<file path="src/rtl/uart_link_ctrl_if.sv">
// Link bundle between uart_link_ctrl and its surroundings: the UART RX/TX
// FIFO handshakes, the decoded key outputs and the game-logic message stream.
//   rx_byte/rx_fifo_empty/rx_fifo_pop : RX FIFO head, empty flag, pop strobe
//   tx_fifo_full/tx_byte/transmit     : TX FIFO full flag, write data, write strobe
//   keys/key_strobe                   : held key flags, decode pulse
//   msg_valid/msg_byte/msg_ready      : outbound message handshake
// master = controller side, slave = FIFO/game-logic side.
interface uart_link_ctrl_if;
  logic [7:0] rx_byte;
  logic       rx_fifo_empty;
  logic       rx_fifo_pop;
  logic       tx_fifo_full;
  logic [7:0] tx_byte;
  logic       transmit;
  logic [7:0] keys;
  logic       key_strobe;
  logic       msg_valid;
  logic [7:0] msg_byte;
  logic       msg_ready;

  modport master (
    input  rx_byte, rx_fifo_empty, tx_fifo_full, msg_valid, msg_byte,
    output rx_fifo_pop, tx_byte, transmit, keys, key_strobe, msg_ready
  );

  modport slave (
    output rx_byte, rx_fifo_empty, tx_fifo_full, msg_valid, msg_byte,
    input  rx_fifo_pop, tx_byte, transmit, keys, key_strobe, msg_ready
  );
endinterface

</file>
<file path="src/rtl/uart_link_ctrl.sv">
// uart_link_ctrl: drains the UART RX FIFO one byte per two cycles, decodes
// key bytes into held key flags with per-key auto-release timers, echoes
// recognised keys and arbitrates the TX FIFO round-robin between key echoes
// and the game-logic message stream.
// Ports:
//   CLK   clock
//   RESET synchronous, active-high reset
//   link  uart_link_ctrl_if.master (RX FIFO, TX FIFO, keys, message handshake)
// Parameter HOLD_CYCLES: cycles a key flag stays high after its last press.
module uart_link_ctrl #(
  parameter int unsigned HOLD_CYCLES = 5000000
) (
  input  logic             CLK,
  input  logic             RESET,
  uart_link_ctrl_if.master link
);
  localparam int unsigned CW = $clog2(HOLD_CYCLES + 1);

  typedef enum logic {RX_IDLE, RX_POP} rx_state_t;

  rx_state_t     rx_state, rx_state_nx;
  logic          rx_start;
  logic          dec_hit;
  logic [2:0]    dec_idx;
  logic [7:0]    dec_echo;
  logic [CW-1:0] hold_cnt [8];
  logic [7:0]    keys_w;
  logic          key_strobe_q;
  logic          echo_pending;
  logic [7:0]    echo_buf;
  logic          last_echo;
  logic          transmit_q;
  logic [7:0]    tx_byte_q;
  logic          can_tx, grant_echo, grant_msg;

  // RX sequencer: IDLE samples and decodes the head byte, POP is the cycle
  // the pop strobe is visible and gives the FIFO flags a cycle to settle.
  always_ff @(posedge CLK) begin
    if (RESET) rx_state <= RX_IDLE;
    else       rx_state <= rx_state_nx;
  end

  always_comb begin
    rx_state_nx = rx_state;
    rx_start    = 1'b0;
    case (rx_state)
      RX_IDLE: begin
        // An undelivered echo stalls RX so the single echo buffer is never overrun.
        if (!link.rx_fifo_empty && !echo_pending) begin
          rx_start    = 1'b1;
          rx_state_nx = RX_POP;
        end
      end
      RX_POP:  rx_state_nx = RX_IDLE;
      default: rx_state_nx = RX_IDLE;
    endcase
  end

  always_comb begin
    dec_hit  = 1'b1;
    dec_idx  = '0;
    dec_echo = '0;
    case (link.rx_byte)
      8'h77: begin dec_idx = 3'd7; dec_echo = 8'h57; end
      8'h73: begin dec_idx = 3'd6; dec_echo = 8'h53; end
      8'h61: begin dec_idx = 3'd5; dec_echo = 8'h41; end
      8'h64: begin dec_idx = 3'd4; dec_echo = 8'h44; end
      8'h6A: begin dec_idx = 3'd3; dec_echo = 8'h4A; end
      8'h6B: begin dec_idx = 3'd2; dec_echo = 8'h4B; end
      8'h6C: begin dec_idx = 3'd1; dec_echo = 8'h4C; end
      8'h20: begin dec_idx = 3'd0; dec_echo = 8'h5A; end
      default: dec_hit = 1'b0;
    endcase
  end

  // Key flags are derived from their counters: a flag is high exactly while
  // its counter is nonzero, so the 1->0 transition clears it and a reload
  // in the same cycle keeps it set.
  always_ff @(posedge CLK) begin
    for (int unsigned i = 0; i < 8; i++) begin
      if (RESET)
        hold_cnt[i] <= '0;
      else if (rx_start && !dec_hit)
        hold_cnt[i] <= '0;
      else if (rx_start && (dec_idx == 3'(i)))
        hold_cnt[i] <= CW'(HOLD_CYCLES);
      else if (hold_cnt[i] != '0)
        hold_cnt[i] <= hold_cnt[i] - CW'(1);
    end
  end

  always_comb begin
    keys_w = '0;
    for (int unsigned i = 0; i < 8; i++)
      keys_w[i] = (hold_cnt[i] != '0);
  end

  // TX arbiter: free when the FIFO has room and no write is in flight.
  // last_echo=1 means the echo source won last, so msg wins a tie next.
  always_comb begin
    can_tx     = !link.tx_fifo_full && !transmit_q;
    grant_echo = can_tx && echo_pending && (!link.msg_valid || !last_echo);
    grant_msg  = can_tx && link.msg_valid && (!echo_pending || last_echo);
  end

  always_ff @(posedge CLK) begin
    if (RESET) begin
      echo_pending <= 1'b0;
      echo_buf     <= '0;
      last_echo    <= 1'b0;
      transmit_q   <= 1'b0;
      tx_byte_q    <= '0;
      key_strobe_q <= 1'b0;
    end else begin
      transmit_q   <= grant_echo || grant_msg;
      key_strobe_q <= rx_start && dec_hit;
      if (grant_echo)     tx_byte_q <= echo_buf;
      else if (grant_msg) tx_byte_q <= link.msg_byte;
      if (grant_echo || grant_msg) last_echo <= grant_echo;
      // A new echo is only loaded while none is pending, so it never
      // collides with an echo grant.
      if (rx_start && dec_hit) begin
        echo_pending <= 1'b1;
        echo_buf     <= dec_echo;
      end else if (grant_echo) begin
        echo_pending <= 1'b0;
      end
    end
  end

  assign link.rx_fifo_pop = (rx_state == RX_POP);
  assign link.keys        = keys_w;
  assign link.key_strobe  = key_strobe_q;
  assign link.transmit    = transmit_q;
  assign link.tx_byte     = tx_byte_q;
  assign link.msg_ready   = grant_msg && !RESET;
endmodule

</file>
<file path="src/flat_wrapper.sv">
// flat-port wrapper written by rule: the top's interface ports become plain ports
module uart_link_ctrl_flat 
#(
  parameter int unsigned HOLD_CYCLES = 5000000
)
  (CLK, RESET, link_rx_byte, link_rx_fifo_empty, link_tx_fifo_full, link_msg_valid, link_msg_byte, link_rx_fifo_pop, link_tx_byte, link_transmit, link_keys, link_key_strobe, link_msg_ready);
  uart_link_ctrl_if link_i ();
  input  logic CLK;
  input  logic RESET;
  input wire logic [$bits(link_i.rx_byte)-1:0] link_rx_byte;
  input wire logic [$bits(link_i.rx_fifo_empty)-1:0] link_rx_fifo_empty;
  input wire logic [$bits(link_i.tx_fifo_full)-1:0] link_tx_fifo_full;
  input wire logic [$bits(link_i.msg_valid)-1:0] link_msg_valid;
  input wire logic [$bits(link_i.msg_byte)-1:0] link_msg_byte;
  output wire logic [$bits(link_i.rx_fifo_pop)-1:0] link_rx_fifo_pop;
  output wire logic [$bits(link_i.tx_byte)-1:0] link_tx_byte;
  output wire logic [$bits(link_i.transmit)-1:0] link_transmit;
  output wire logic [$bits(link_i.keys)-1:0] link_keys;
  output wire logic [$bits(link_i.key_strobe)-1:0] link_key_strobe;
  output wire logic [$bits(link_i.msg_ready)-1:0] link_msg_ready;
  assign link_i.rx_byte = link_rx_byte;
  assign link_i.rx_fifo_empty = link_rx_fifo_empty;
  assign link_i.tx_fifo_full = link_tx_fifo_full;
  assign link_i.msg_valid = link_msg_valid;
  assign link_i.msg_byte = link_msg_byte;
  assign link_rx_fifo_pop = link_i.rx_fifo_pop;
  assign link_tx_byte = link_i.tx_byte;
  assign link_transmit = link_i.transmit;
  assign link_keys = link_i.keys;
  assign link_key_strobe = link_i.key_strobe;
  assign link_msg_ready = link_i.msg_ready;
  uart_link_ctrl #(.HOLD_CYCLES(HOLD_CYCLES)) u_core (.CLK(CLK), .RESET(RESET), .link(link_i));
endmodule
</file>
<file path="config.mk">
export PLATFORM = sky130hd
export DESIGN_NAME = uart_link_ctrl_flat
export DESIGN_NICKNAME = d
export VERILOG_FILES = /design/src/rtl/uart_link_ctrl_if.sv /design/src/rtl/uart_link_ctrl.sv /design/src/flat_wrapper.sv
export SDC_FILE = /design/constraint.sdc
export NUM_CORES = 1
export LEC_CHECK = 0
export CORE_MARGIN = 2
export CORE_UTILIZATION = 35
export CTS_CLUSTER_SIZE = 25
export DETAILED_ROUTE_END_ITERATION = 8
export PLACE_DENSITY = 0.51
export SLEW_MARGIN = 10
export SYNTH_ARGS = -nofsm -noshare
export SYNTH_HDL_FRONTEND = slang
export SYNTH_SLANG_ARGS = --single-unit
</file>
<file path="constraint.sdc">
create_clock -name CLK -period 3.32 [get_ports CLK]
set_input_delay 0.332 -clock CLK [delete_from_list [all_inputs] [get_ports CLK]]
set_output_delay 0.332 -clock CLK [all_outputs]
set_load 0.1 [all_outputs]
</file>
== After elaboration in Yosys (flattened, before gate mapping) ==
Memories as Yosys holds them, arrays and structs flattened.
Cells that the tools add are included.

* Add/subtract/negate cells: 8
* Eq/ne operators: 15
* Multiplexer cells: 111
* Bitwise logic cells: 25
* Reduce and logical (&&, ||, !) cells: 40

{| class="wikitable"
|+ Operators by type and width
! kind !! count
|-
| 23-bit two-way mux || 24
|-
| 23-bit nonzero test || 8
|-
| 23-bit by 1-bit subtractor with 23-bit output, second input constant || 8
|-
| 1-bit two-way mux || 82
|-
| 8-bit by 7-bit == test with 1-bit output, second input constant || 7
|-
| 7-bit one-hot mux with 8 select lines || 1
|-
| 1-bit OR || 24
|-
| 3-bit one-hot mux with 7 select lines || 1
|-
| 1-bit logical AND || 17
|-
| 8-bit two-way mux || 2
|-
| 3-bit == test, second input constant || 4
|-
| 8-bit by 6-bit == test with 1-bit output, second input constant || 1
|-
| 1-bit logical NOT || 8
|-
| 8-bit OR reduction || 1
|-
| 3-bit by 2-bit == test with 1-bit output, second input constant || 2
|-
| 2-bit nonzero test || 2
|-
| 3-bit by 1-bit == test with 1-bit output, second input constant || 1
|-
| 3-bit logical NOT || 1
|-
| 1-bit logical OR || 3
|-
| 1-bit one-hot mux with 2 select lines || 1
|-
| 1-bit NOT || 1
|}

* Flip-flop bits (word level): 21
* Bits in writable memories: 184
* Output and inout bits: 20
* Memories kept: 1

{| class="wikitable"
|+ Memories
! name !! words !! width !! rd ports !! clocked after Yosys merged registers in !! write ports !! RTL line !! text
|-
| u_core.hold_cnt || 8 || 23 || 8 || 0 || 8 || uart_link_ctrl.sv:26 || <nowiki>logic [CW-1:0] hold_cnt [8];</nowiki>
|}

== Depth between registers and ports, before layout ==
Gate-level depths: netlist of run 1.

* Depth after elaboration: 11
* Gate-level depth with buffers: 8

== Worst setup path after synthesis of run 1 ==
Ideal clock, no wire load.

* Kind: register to register
* Start point: memory u_core.hold_cnt[5][16] (netlist name)
* End point: memory u_core.hold_cnt[5][0] (netlist name) (enable)
* Arrival time: 3.073 ns
* Required time: 2.952 ns
* Slack: -0.121 ns
* Stages on the path, launching flop included: 5
* Period minus slack after synthesis: 3.441 ns
* Cells stage by stage: edfxtp_1 or4_4 or3_4 or4_1 or3_1

{| class="wikitable"
|+ RTL lines
! element !! RTL line
|-
| start, declared || uart_link_ctrl.sv:26
|}

==> results by group, run 1 <==
Status
  • Status: complete, no violations

Floorplanning
  • Die width: 179.9 um
  • # IOs: 41
  • Die Ht: 179.9 um
  • Core Area: 30,510 sq um
  • Site Rows: 64
  • Die ar.: 32,350 sq um
  • Starting density of the core: 0.3548

Clocking
  • CTS Buf Count: 24
  • TritonCTS clock tree: done
  • CTS Buffer Depth: 3
  • Clock latency on the worst-skew pair: 0.53 ns
  • Post-CTS setup buffer count: 0
  • H-tree levels: 1
  • Clock Pin Slew Worst Setup and Hold Paths: 0.06 ns
  • Root Buffer: clkbuf_16
  • Post-CTS resize count: 0
  • Sink Count: 203
  • Hold Buf Count CTS: 0

Setup path
  • Worst-case reg-to-reg path depth: 7
  • Critical path type: register to output port
  • Worst EP required: 2.99 ns
  • CP Data Arrival Time: 2.82 ns
  • Crit Path Max Fanout: 5
  • R2r endpoint: u_core.hold_cnt[1][11]$_DFFE_PP_
  • Worst setup SP type: register
  • R2R Setup Slk: 0.44 ns
  • Critical R2R Launch: u_core.hold_cnt[1][0]$_SDFFCE_PP0P_
  • Worst setup EP type: output port

Place
  • Port Buffer Count: 40
  • Dpl hpwl: 15,310 um
  • Routability Congestion: 0.7889

STA
  • Max Freq: 317.7 MHz
  • Post-route minimum period: 3.147 ns
  • WHS: 0.4316 ns
  • RSZ-0062 raised after global routing: false
  • Rel. slew slack: 0.3550
  • Finish-stage setup viols: 0
  • Final hold vios: 0
  • Fin crit share: 0.9480
  • Max-slew violation count: 0
  • Setup_tns: 0 ns
  • Clock skew: 0.01880 ns
  • Worst slew pin tran: 0.9645 ns

Yosys
  • EDFF count, synth: 184
  • Cell count after synthesis: 1,019
  • Primary FF master, synth: edfxtp_1
  • Top cell type's share of synthesized area: 0.5105
  • Syn Nets: 1,048
  • Synth area leaders: edfxtp_1 (51%), xnor2_1 (8.2%), nor2_1 (6.5%), xor2_1 (3.9%), dfxtp_1 (3.5%)
  • Sequential share of the synthesized area: 0.5456
  • Post-synth ARST share: 0
  • Yosys cell types: 57
  • Synth Register Bits: 203
  • Post-Syn Area: 10,820 sq um
  • Yosys top cell by area: edfxtp_1
  • Synth warn: 0
  • Avg Synthesized Cell Area: 10.62 sq um

Power and ir drop
  • Logic pwr share: 0.437
  • Clock Power Share: 0.212
  • Int Power: 7.604 mW
  • Sequential Power Share: 0.351
  • Tot Pwr: 12.45 mW
  • P_leak: 4.774 nW
  • P_sw: 4.846 mW
  • Sw Ratio: 0.3892
  • PwrDens: 989.3 nW/um^2
  • Peak VDD IR: 492.9 uV

Detailed routing
  • Residual DRC: 0
  • Routed Antenna Nets: 0
  • Per-cell routed wire length: 15.12 um
  • Pre-antenna DRT Iters: 4
  • DRT iter0 DRCs: 478
  • Vias: 7,600
  • DRT Wirelength: 22,720 um
  • Via density: 5.060

Global routing
  • Vias in the first global route: 7,367
  • Antenna violations before repair: 1
  • Global Route Usage Sum: 0.1395
  • Largest net degree at the start of global routing: 24
  • First-pass GRT wire length: 38,070 um
  • Grt ovf: 0

Finish
  • Final Util: 0.4125
  • P&R area growth vs syn: 16.26%
  • Commonest non-fill, non-tap cell in the layout: nor2_1
  • Most frequent cells in the layout: nor2_1 (186), edfxtp_1 (184), xnor2_1 (101)
  • Layout cells sized above 1: 0.09601
  • Layout net count: 1,115

Hold path
  • Hold_sp: link_msg_byte[5]
  • Hold EP: u_core.link.tx_byte[5]$_SDFFE_PP0P_
  • Hold path cells: 3
  • Hold Path Class: input port to register

Job
  • Max-cap violations: 0
-- final cells by class --
| cell class | instances | area [sq um] |
|---|---|---|
| multi-input combinational | 764 | 4684 |
| sequential | 203 | 5906 |
| timing repair buffer | 71 | 610.6 |
| antenna | 2 | 5.005 |
| inverter | 22 | 82.58 |
| tap | 396 | 495.5 |
| fill | 2972 | 17920 |
| clock buffer | 34 | 743.2 |
| clock inverter | 10 | 57.56 |
-- kinds of logic after synthesis --
group           synth area share
simple gates              0.2304
fa+ha+maj               0.009248
flops                     0.5456
mux                     0.007398
xor+xnor                  0.1206
buf+inv                  0.02208
compound gates           0.06473
-- flip-flops by register name (all words and copies together), names as in the netlist --
signal	flops
u_core.link.tx_byte	8
u_core.link.transmit	1
u_core.echo_buf	6
u_core.echo_pending	1
u_core.link.key_strobe	1
u_core.last_echo	1
u_core.hold_cnt	184
u_core.link.rx_fifo_pop	1
-- how the worst max path moves through the flow --
stage	startpoint	slack, ns	endpoint	depth (start not counted)
final	u_core.hold_cnt[0][14]$_DFFE_PP_	0.17	link_keys[0]	4
after CTS	u_core.hold_cnt[0][14]$_DFFE_PP_	0.13	link_keys[0]	4
after detailed placement	link_rx_byte[0]	0.22	u_core.hold_cnt[5][17]$_SDFFCE_PP0P_	7
after global placement	link_rx_byte[3]	0.25	u_core.hold_cnt[1][4]$_SDFFCE_PP0P_	5
after floorplan	u_core.hold_cnt[1][0]$_SDFFCE_PP0P_	0.10	u_core.hold_cnt[1][0]$_SDFFCE_PP0P_	6
after global routing	u_core.hold_cnt[5][0]$_SDFFCE_PP0P_	0.03	link_keys[5]	7
-- per-layer routing --
layer,vias up,wire length [um],part of all wire,GRT usage
li1,3860,-,-,-
met1,3612,11140,0.49,0.1929
met2,98,10020,0.44,0.2205
met3,30,1051,0.046,0.03323
met4,0,502,0.022,0.03480
met5,-,0,0,0
-- critical path: stages (launching register included) --
cell      delay (ns)
edfxtp_1        0.45
or4_4           0.59
or4_4           0.45
or4_4           0.54
buf_4           0.26
-- cell usage after synthesis (8+ instances only) --
cell and instances:
mux2i_1 8, xor2_1 48, nor3_1 51, nand4_1 14, nor4_1 39, xnor2_1 101, o21ai_0 49, a21oi_1 25
clkbuf_1 13, or3_1 30, ha_1 8, nor2_1 186, o31ai_1 8, nand3_1 31, nand2_1 56, buf_2 8
edfxtp_1 184, or4_1 16, inv_1 22, dfxtp_1 19
-- power by group through the flow --
stage	clock, mW	combinational [mW]	sequential, mW
2_1_floorplan	0	4.35	4.29
3_3_place_gp	0	5.46	4.39
3_5_place_dp	0	5.47	4.40
4_1_cts	2.72	5.51	4.36
5_1_grt	2.81	6.13	4.48
6_report	2.64	5.45	4.36
-- through the flow --
stage	cells	setup WS, ns	cell area [sq um]
after floorplan	1019	0.1000	10830
after global placement	1456	0.2489	11780
after detailed placement	1456	0.2183	11780
after CTS	1500	0.1320	12580
after global routing	1500	0.03458	12580
final	1502	0.1726	12580
No activity file was read; power rests on OpenSTA's default activity.
==> run 2: changes to the inputs <==
--- a/config.mk
+++ b/config.mk
@@ -9,6 +9,7 @@
 export CORE_UTILIZATION = 35
 export CTS_CLUSTER_SIZE = 25
 export DETAILED_ROUTE_END_ITERATION = 8
+export HOLD_SLACK_MARGIN = 0.15
 export PLACE_DENSITY = 0.51
 export SLEW_MARGIN = 10
 export SYNTH_ARGS = -nofsm -noshare
==> results of run 2 <==
Final layout, timing and power as in run 1 (identical DEF).
